**config.mk**
```make
export PLATFORM = sky130hd
export DESIGN_NAME = serial_key_link_ctrl
export DESIGN_NICKNAME = d
export VERILOG_FILES = /design/src/rtl/key_link_pkg.sv /design/src/rtl/serial_key_link_ctrl_rr_arbiter.sv /design/src/rtl/serial_key_link_ctrl.sv
export SDC_FILE = /design/constraint.sdc
export NUM_CORES = 1
export LEC_CHECK = 0
export CAP_MARGIN = 15
export CORE_MARGIN = 2
export CORE_UTILIZATION = 30
export DETAILED_ROUTE_END_ITERATION = 8
export HOLD_SLACK_MARGIN = 0.02
export PLACE_DENSITY = 0.6
export SYNTH_ARGS = -nofsm -noshare
export SYNTH_HDL_FRONTEND = slang
export SYNTH_SLANG_ARGS = --single-unit
```
**constraint.sdc**
```tcl
create_clock -name clk -period 2 [get_ports clk]
set_input_delay 0.3 -clock clk [delete_from_list [all_inputs] [get_ports clk]]
set_output_delay 0.3 -clock clk [all_outputs]
set_load 0.005 [all_outputs]
```
**src/rtl/key_link_pkg.sv**
```systemverilog
// Shared types and constants for the serial key-code link controller.
// Holds the frame FSM state enum, line levels and the standard key codes.
package key_link_pkg;

    typedef enum logic [2:0] {
        IDLE,
        START,
        BIT,
        GAP,
        ABORT
    } state_e;

    localparam int         CODE_W      = 4;
    localparam logic       START_LEVEL = 1'b0;
    localparam logic       IDLE_LEVEL  = 1'b1;

    localparam logic [3:0] KEY_SET = 4'b1001;
    localparam logic [3:0] KEY_CLR = 4'b1010;

endpackage

```
**src/rtl/serial_key_link_ctrl_rr_arbiter.sv**
```systemverilog
// Round-robin arbiter: picks one requester starting from the pointer.
// Ports: clk, rst, req[N_REQ], advance in; grant_oh[N_REQ], grant_idx out.
module rr_arbiter #(
    parameter int N_REQ = 2,
    localparam int IDX_W = $clog2(N_REQ)
) (
    input  logic             clk,
    input  logic             rst,
    input  logic [N_REQ-1:0] req,
    input  logic             advance,
    output logic [N_REQ-1:0] grant_oh,
    output logic [IDX_W-1:0] grant_idx
);

    logic [IDX_W-1:0] ptr_q;
    logic [IDX_W-1:0] ptr_d;
    logic [IDX_W-1:0] idx_w;
    logic             found;

    // Scan from the pointer upward, wrapping; first set request wins.
    always_comb begin
        grant_oh  = '0;
        grant_idx = '0;
        found     = 1'b0;
        idx_w     = '0;
        for (int off = 0; off < N_REQ; off++) begin
            idx_w = IDX_W'((int'(ptr_q) + off) % N_REQ);
            if (!found && req[idx_w]) begin
                found           = 1'b1;
                grant_oh[idx_w] = 1'b1;
                grant_idx       = idx_w;
            end
        end
    end

    // The source after the winner gets top priority next time.
    always_comb begin
        ptr_d = ptr_q;
        if (advance && found) begin
            ptr_d = IDX_W'((int'(grant_idx) + 1) % N_REQ);
        end
    end

    always_ff @(posedge clk) begin
        if (rst) begin
            ptr_q <= '0;
        end else begin
            ptr_q <= ptr_d;
        end
    end

endmodule

```
**src/rtl/serial_key_link_ctrl.sv**
```systemverilog
// Shares one serial key-code link among N_REQ sources and frames codes.
// Ports: clk, rst, req, code, abort in; grant, busy, ser_data, link_rst, done, aborted out.
module serial_key_link_ctrl
    import key_link_pkg::*;
#(
    parameter int N_REQ      = 2,
    parameter int GAP_CYCLES = 1,
    parameter int ABORT_HOLD = 2
) (
    input  logic                    clk,
    input  logic                    rst,
    input  logic [N_REQ-1:0]        req,
    input  logic [CODE_W*N_REQ-1:0] code,
    input  logic                    abort,
    output logic [N_REQ-1:0]        grant,
    output logic                    busy,
    output logic                    ser_data,
    output logic                    link_rst,
    output logic                    done,
    output logic                    aborted
);

    localparam int IDX_W    = $clog2(N_REQ);
    localparam int GAP_EFF  = (GAP_CYCLES < 1) ? 1 : GAP_CYCLES;
    localparam int HOLD_EFF = (ABORT_HOLD < 2) ? 2 : ABORT_HOLD;
    localparam int CNT_MAX  = (GAP_EFF > HOLD_EFF) ? GAP_EFF : HOLD_EFF;
    localparam int CNT_W    = $clog2(CNT_MAX + 1);

    localparam logic [CNT_W-1:0] GAP_LAST  = CNT_W'(GAP_EFF - 1);
    localparam logic [CNT_W-1:0] HOLD_LAST = CNT_W'(HOLD_EFF - 1);

    state_e              state_q, state_d;
    logic [1:0]          bit_cnt_q, bit_cnt_d;
    logic [CNT_W-1:0]    cnt_q, cnt_d;
    logic [CODE_W-1:0]   code_q, code_d;
    logic [N_REQ-1:0]    grant_q, grant_d;
    logic                busy_q, busy_d;
    logic                ser_q, ser_d;
    logic                link_rst_q, link_rst_d;
    logic                done_q, done_d;
    logic                aborted_q, aborted_d;

    logic                advance;
    logic [N_REQ-1:0]    grant_oh;
    logic [IDX_W-1:0]    grant_idx;
    logic [CODE_W-1:0]   win_code;

    rr_arbiter #(
        .N_REQ (N_REQ)
    ) u_arb (
        .clk       (clk),
        .rst       (rst),
        .req       (req),
        .advance   (advance),
        .grant_oh  (grant_oh),
        .grant_idx (grant_idx)
    );

    assign win_code = code[{grant_idx, 2'b00} +: CODE_W];

    // Next-state logic.
    always_comb begin
        state_d   = state_q;
        bit_cnt_d = bit_cnt_q;
        cnt_d     = cnt_q;
        code_d    = code_q;
        grant_d   = '0;
        advance   = 1'b0;
        unique case (state_q)
            IDLE: begin
                if (|req) begin
                    state_d = START;
                    advance = 1'b1;
                    code_d  = win_code;
                    grant_d = grant_oh;
                end
            end
            START: begin
                if (abort) begin
                    state_d = ABORT;
                    cnt_d   = '0;
                end else begin
                    state_d   = BIT;
                    bit_cnt_d = 2'd0;
                end
            end
            BIT: begin
                // Abort wins over the last-bit transition.
                if (abort) begin
                    state_d = ABORT;
                    cnt_d   = '0;
                end else if (bit_cnt_q == 2'd3) begin
                    state_d = GAP;
                    cnt_d   = '0;
                end else begin
                    bit_cnt_d = bit_cnt_q + 2'd1;
                end
            end
            GAP: begin
                if (cnt_q == GAP_LAST) begin
                    if (|req) begin
                        state_d = START;
                        advance = 1'b1;
                        code_d  = win_code;
                        grant_d = grant_oh;
                    end else begin
                        state_d = IDLE;
                    end
                end else begin
                    cnt_d = cnt_q + 1'b1;
                end
            end
            ABORT: begin
                if (cnt_q == HOLD_LAST) begin
                    state_d = IDLE;
                end else begin
                    cnt_d = cnt_q + 1'b1;
                end
            end
            default: state_d = IDLE;
        endcase
    end

    // Outputs are decoded from the next state so they leave flops.
    always_comb begin
        ser_d      = IDLE_LEVEL;
        busy_d     = (state_d != IDLE);
        done_d     = 1'b0;
        link_rst_d = 1'b0;
        aborted_d  = 1'b0;
        unique case (state_d)
            START: ser_d = START_LEVEL;
            BIT:   ser_d = code_d[bit_cnt_d];
            GAP:   done_d = (cnt_d == GAP_LAST);
            ABORT: begin
                link_rst_d = (state_q != ABORT);
                aborted_d  = (state_q != ABORT);
            end
            default: ser_d = IDLE_LEVEL;
        endcase
    end

    always_ff @(posedge clk) begin
        if (rst) begin
            state_q    <= IDLE;
            bit_cnt_q  <= 2'd0;
            cnt_q      <= '0;
            code_q     <= '0;
            grant_q    <= '0;
            busy_q     <= 1'b0;
            ser_q      <= IDLE_LEVEL;
            link_rst_q <= 1'b0;
            done_q     <= 1'b0;
            aborted_q  <= 1'b0;
        end else begin
            state_q    <= state_d;
            bit_cnt_q  <= bit_cnt_d;
            cnt_q      <= cnt_d;
            code_q     <= code_d;
            grant_q    <= grant_d;
            busy_q     <= busy_d;
            ser_q      <= ser_d;
            link_rst_q <= link_rst_d;
            done_q     <= done_d;
            aborted_q  <= aborted_d;
        end
    end

    assign grant    = grant_q;
    assign busy     = busy_q;
    assign ser_data = ser_q;
    assign link_rst = link_rst_q;
    assign done     = done_q;
    assign aborted  = aborted_q;

endmodule

```
==> key figures <==
Outcome
  – Status: completed

Placement
  – Pre-CTS setup slack: -0.0929 ns
  – RePlAce Congestion: 0.780
  – # port buffers: 19
  – DP Area: 1350 um^2
  – Placed cells: 196
  – Post-DP HPWL: 1.91 mm

STA
  – Slew HR: 67.8%
  – Clock Skew: 0.00527 ns
  – Final min period: 1.88 ns
  – Final setup viols: 0
  – Final Hold Viols: 0
  – RSZ-0062 raised after global routing: false
  – F_max: 533 MHz
  – Final worst-path cycle share: 93.8%
  – Worst-Margin Slew: 0.471 ns
  – Hold Slack: 0.526 ns
  – Pins Over Slew Limit: 0
  – Min setup slack post-route: 0.123 ns

Die
  – Initial core utilization: 31.7%
  – Cell Rows: 21
  – Core ar.: 3390 um^2
  – Die Ht: 63.9 um
  – DIE AREA: 4080 um^2
  – Die W: 63.9 um
  – I/O pins: 20

Detailed routing
  – WL/cell: 12.5 um
  – Initial DRC count: 23
  – Routed wire length: 2.49 mm
  – Via-to-Cell Ratio: 5.03
  – DRC: 0
  – DRT Pass-1 Iters: 4
  – Vias: 1005
  – Post-route ant nets: 0

Power and ir drop
  – Final Power: 0.925 mW
  – Pleak: 0.539 nW
  – PwrDens: 662 nW/um^2
  – Peak VDD IR: 189 uV

Critical path
  – Slowest CP cell: dfxtp_1
  – Crit path cell chain: inv_1, ha_1, nand3_1, a21oi_4, and2b_2, mux2i_2, o32ai_2, a2bb2oi_1
  – CP max FO: 5
  – Setup CP Type: flip-flop to flip-flop
  – WP buf/inv: 1
  – Max stage delay on crit path: 0.39 ns
  – Worst setup SP type: flip-flop
  – Arrival time at the worst endpoint: 2.11 ns
  – Critical path capture point type: flip-flop
  – Data required, critical path: 2.23 ns
  – CP top delay family: compound AO/OA/AOI/OAI gates

Global routing
  – First-pass GRT wire length: 4.47 mm
  – Vias in the first global route: 1045
  – Initial antenna violation count: 0
  – Pin count of the biggest net entering global routing: 17
  – GRT Resource Usage Total: 13.5%
  – Global route total overflow: 0

Clocking
  – Hold Buf Count CTS: 0
  – CTS HTree Levels: 1
  – Setup bufs post-CTS: 0
  – Later-pin clock latency in the skew report: 0.29 ns
  – TritonCTS Buffers: 3
  – CTS tree: yes
  – Clock transition at path regs: 0.11 ns
  – CTS sink cnt: 18
  – Clk root buf: clkbuf_4
  – Maximum clock path buffer count: 2

Yosys
  – Async SR Flop Fraction: 0%
  – Yosys cell types: 41
  – EDFF count, synth: 0
  – Syn_area_per_cell: 8.21 um^2
  – Yosys Warn Count: 0
  – Prevailing post-synth register cell: dfxtp_1
  – Post-synthesis sequential area ratio: 33.5%
  – Mapped Area: 1080 um^2
  – Seq cells post-synth: 18
  – Cells after synthesis: 131
  – Syn nets: 148

Finish
  – Final nets: 172
  – Filler cell count in the final layout: 347
  – Antenna Cells: 0
  – Area Overhead vs Synth: 30.0%
  – Most frequent cells in the layout: nor2_1 (19), clkdlybuf4s50_1 (19), dfxtp_1 (17), buf_4 (12), nand2_1 (11)
  – Fraction of layout cells with a size suffix above 1: 19.5%
  – Post-Layout Cell Count: 200
  – Design area: 1400 um^2

Flow run
  – MaxCap Viol Count: 0

Hold path
  – Hold Crit Class: flip-flop to flip-flop
[path summary, 6_finish.rpt]
check            start         to  slack, ns  cells past startpoint
max           cnt_q[1]   ser_data       0.12                      8
max reg2reg   cnt_q[1]   ser_data       0.12                      8
min reg2reg  code_q[0]  code_q[0]       0.53                      2
min          code_q[0]  code_q[0]       0.53                      2
[cells in the mapped netlist (all sizes together), types with 2 or more instances]
| cell | number | area, um^2 |
|---|---|---|
| a311oi | 2 | 17.5 |
| ha | 4 | 50.1 |
| buf | 4 | 35.0 |
| nor4 | 3 | 18.8 |
| nor2b | 3 | 18.8 |
| clkbuf | 8 | 30.0 |
| and2 | 2 | 12.5 |
| dfxtp | 18 | 360 |
| nor3 | 3 | 15.0 |
| mux2 | 5 | 56.3 |
| nor2 | 19 | 71.3 |
| o21ai | 5 | 25.0 |
| mux2i | 5 | 50.1 |
| nor3b | 3 | 22.5 |
| a21oi | 10 | 61.3 |
| nand2 | 11 | 41.3 |
| o31ai | 2 | 15.0 |
| inv | 5 | 18.8 |
[sequential cells by signal, indices dropped and copies added (netlist names), 2 cells and up]
signal and flops:
code_q 4, grant 2, state_q 3, cnt_q 2, bit_cnt_q 2
[worst reg2reg max path, stage by stage (launching register included)]
cell       delay (ns)
dfxtp_1          0.39
inv_1            0.08
ha_1             0.20
nand3_1          0.15
a21oi_4          0.09
and2b_2          0.28
mux2i_2          0.18
o32ai_2          0.26
a2bb2oi_1        0.19
[what timing repair did]
| item | 4_1_cts | 5_1_grt |
|---|---|---|
| pin swaps | 0 | 1 |
| gates resized for setup | 1 | 4 |
| endpoints found under the setup margin | 1 | 1 |
[report_power, final]
group / total, mW / internal (mW) / switching, mW
Clock: 0.225 / 0.111 / 0.114
Sequential: 0.414 / 0.391 / 0.0232
Combinational: 0.286 / 0.154 / 0.132
[layout make-up]
type,count,area (um^2),share of cell area [%]
flip-flops and latches,18,362,25.8
clock buffers,4,36.3,2.59
multi-input cells,96,644,46.1
repair buffers,31,280,20.0
well taps,46,57.6,4.11
inverters,5,18.8,1.34
[kinds of logic after synthesis]
group / share of synthesized area (%)
AND/OR/NAND/NOR: 23.4
multiplexers: 9.88
AO/OA/AOI/OAI: 20.8
flip-flops: 33.5
buffers and inverters: 7.79
adder cells (fa/ha/maj): 4.65
[stage by stage]
step / utilization [%] / TNS [ns]
final: 41.3 / 0
after global routing: 41.3 / 0
after CTS: 40.9 / 0
after detailed placement: 39.8 / -0.0929
after global placement: 39.8 / -0.00268
after floorplan: - / 0
[layer usage]
metal / GRT usage [%] / part of all wire (%)
met1: 16.5 / 48
met2: 23.3 / 47
met5: 0 / 0
met3: 2.64 / 3.9
met4: 4.89 / 1.1
(Power assumes the default switching activity.)
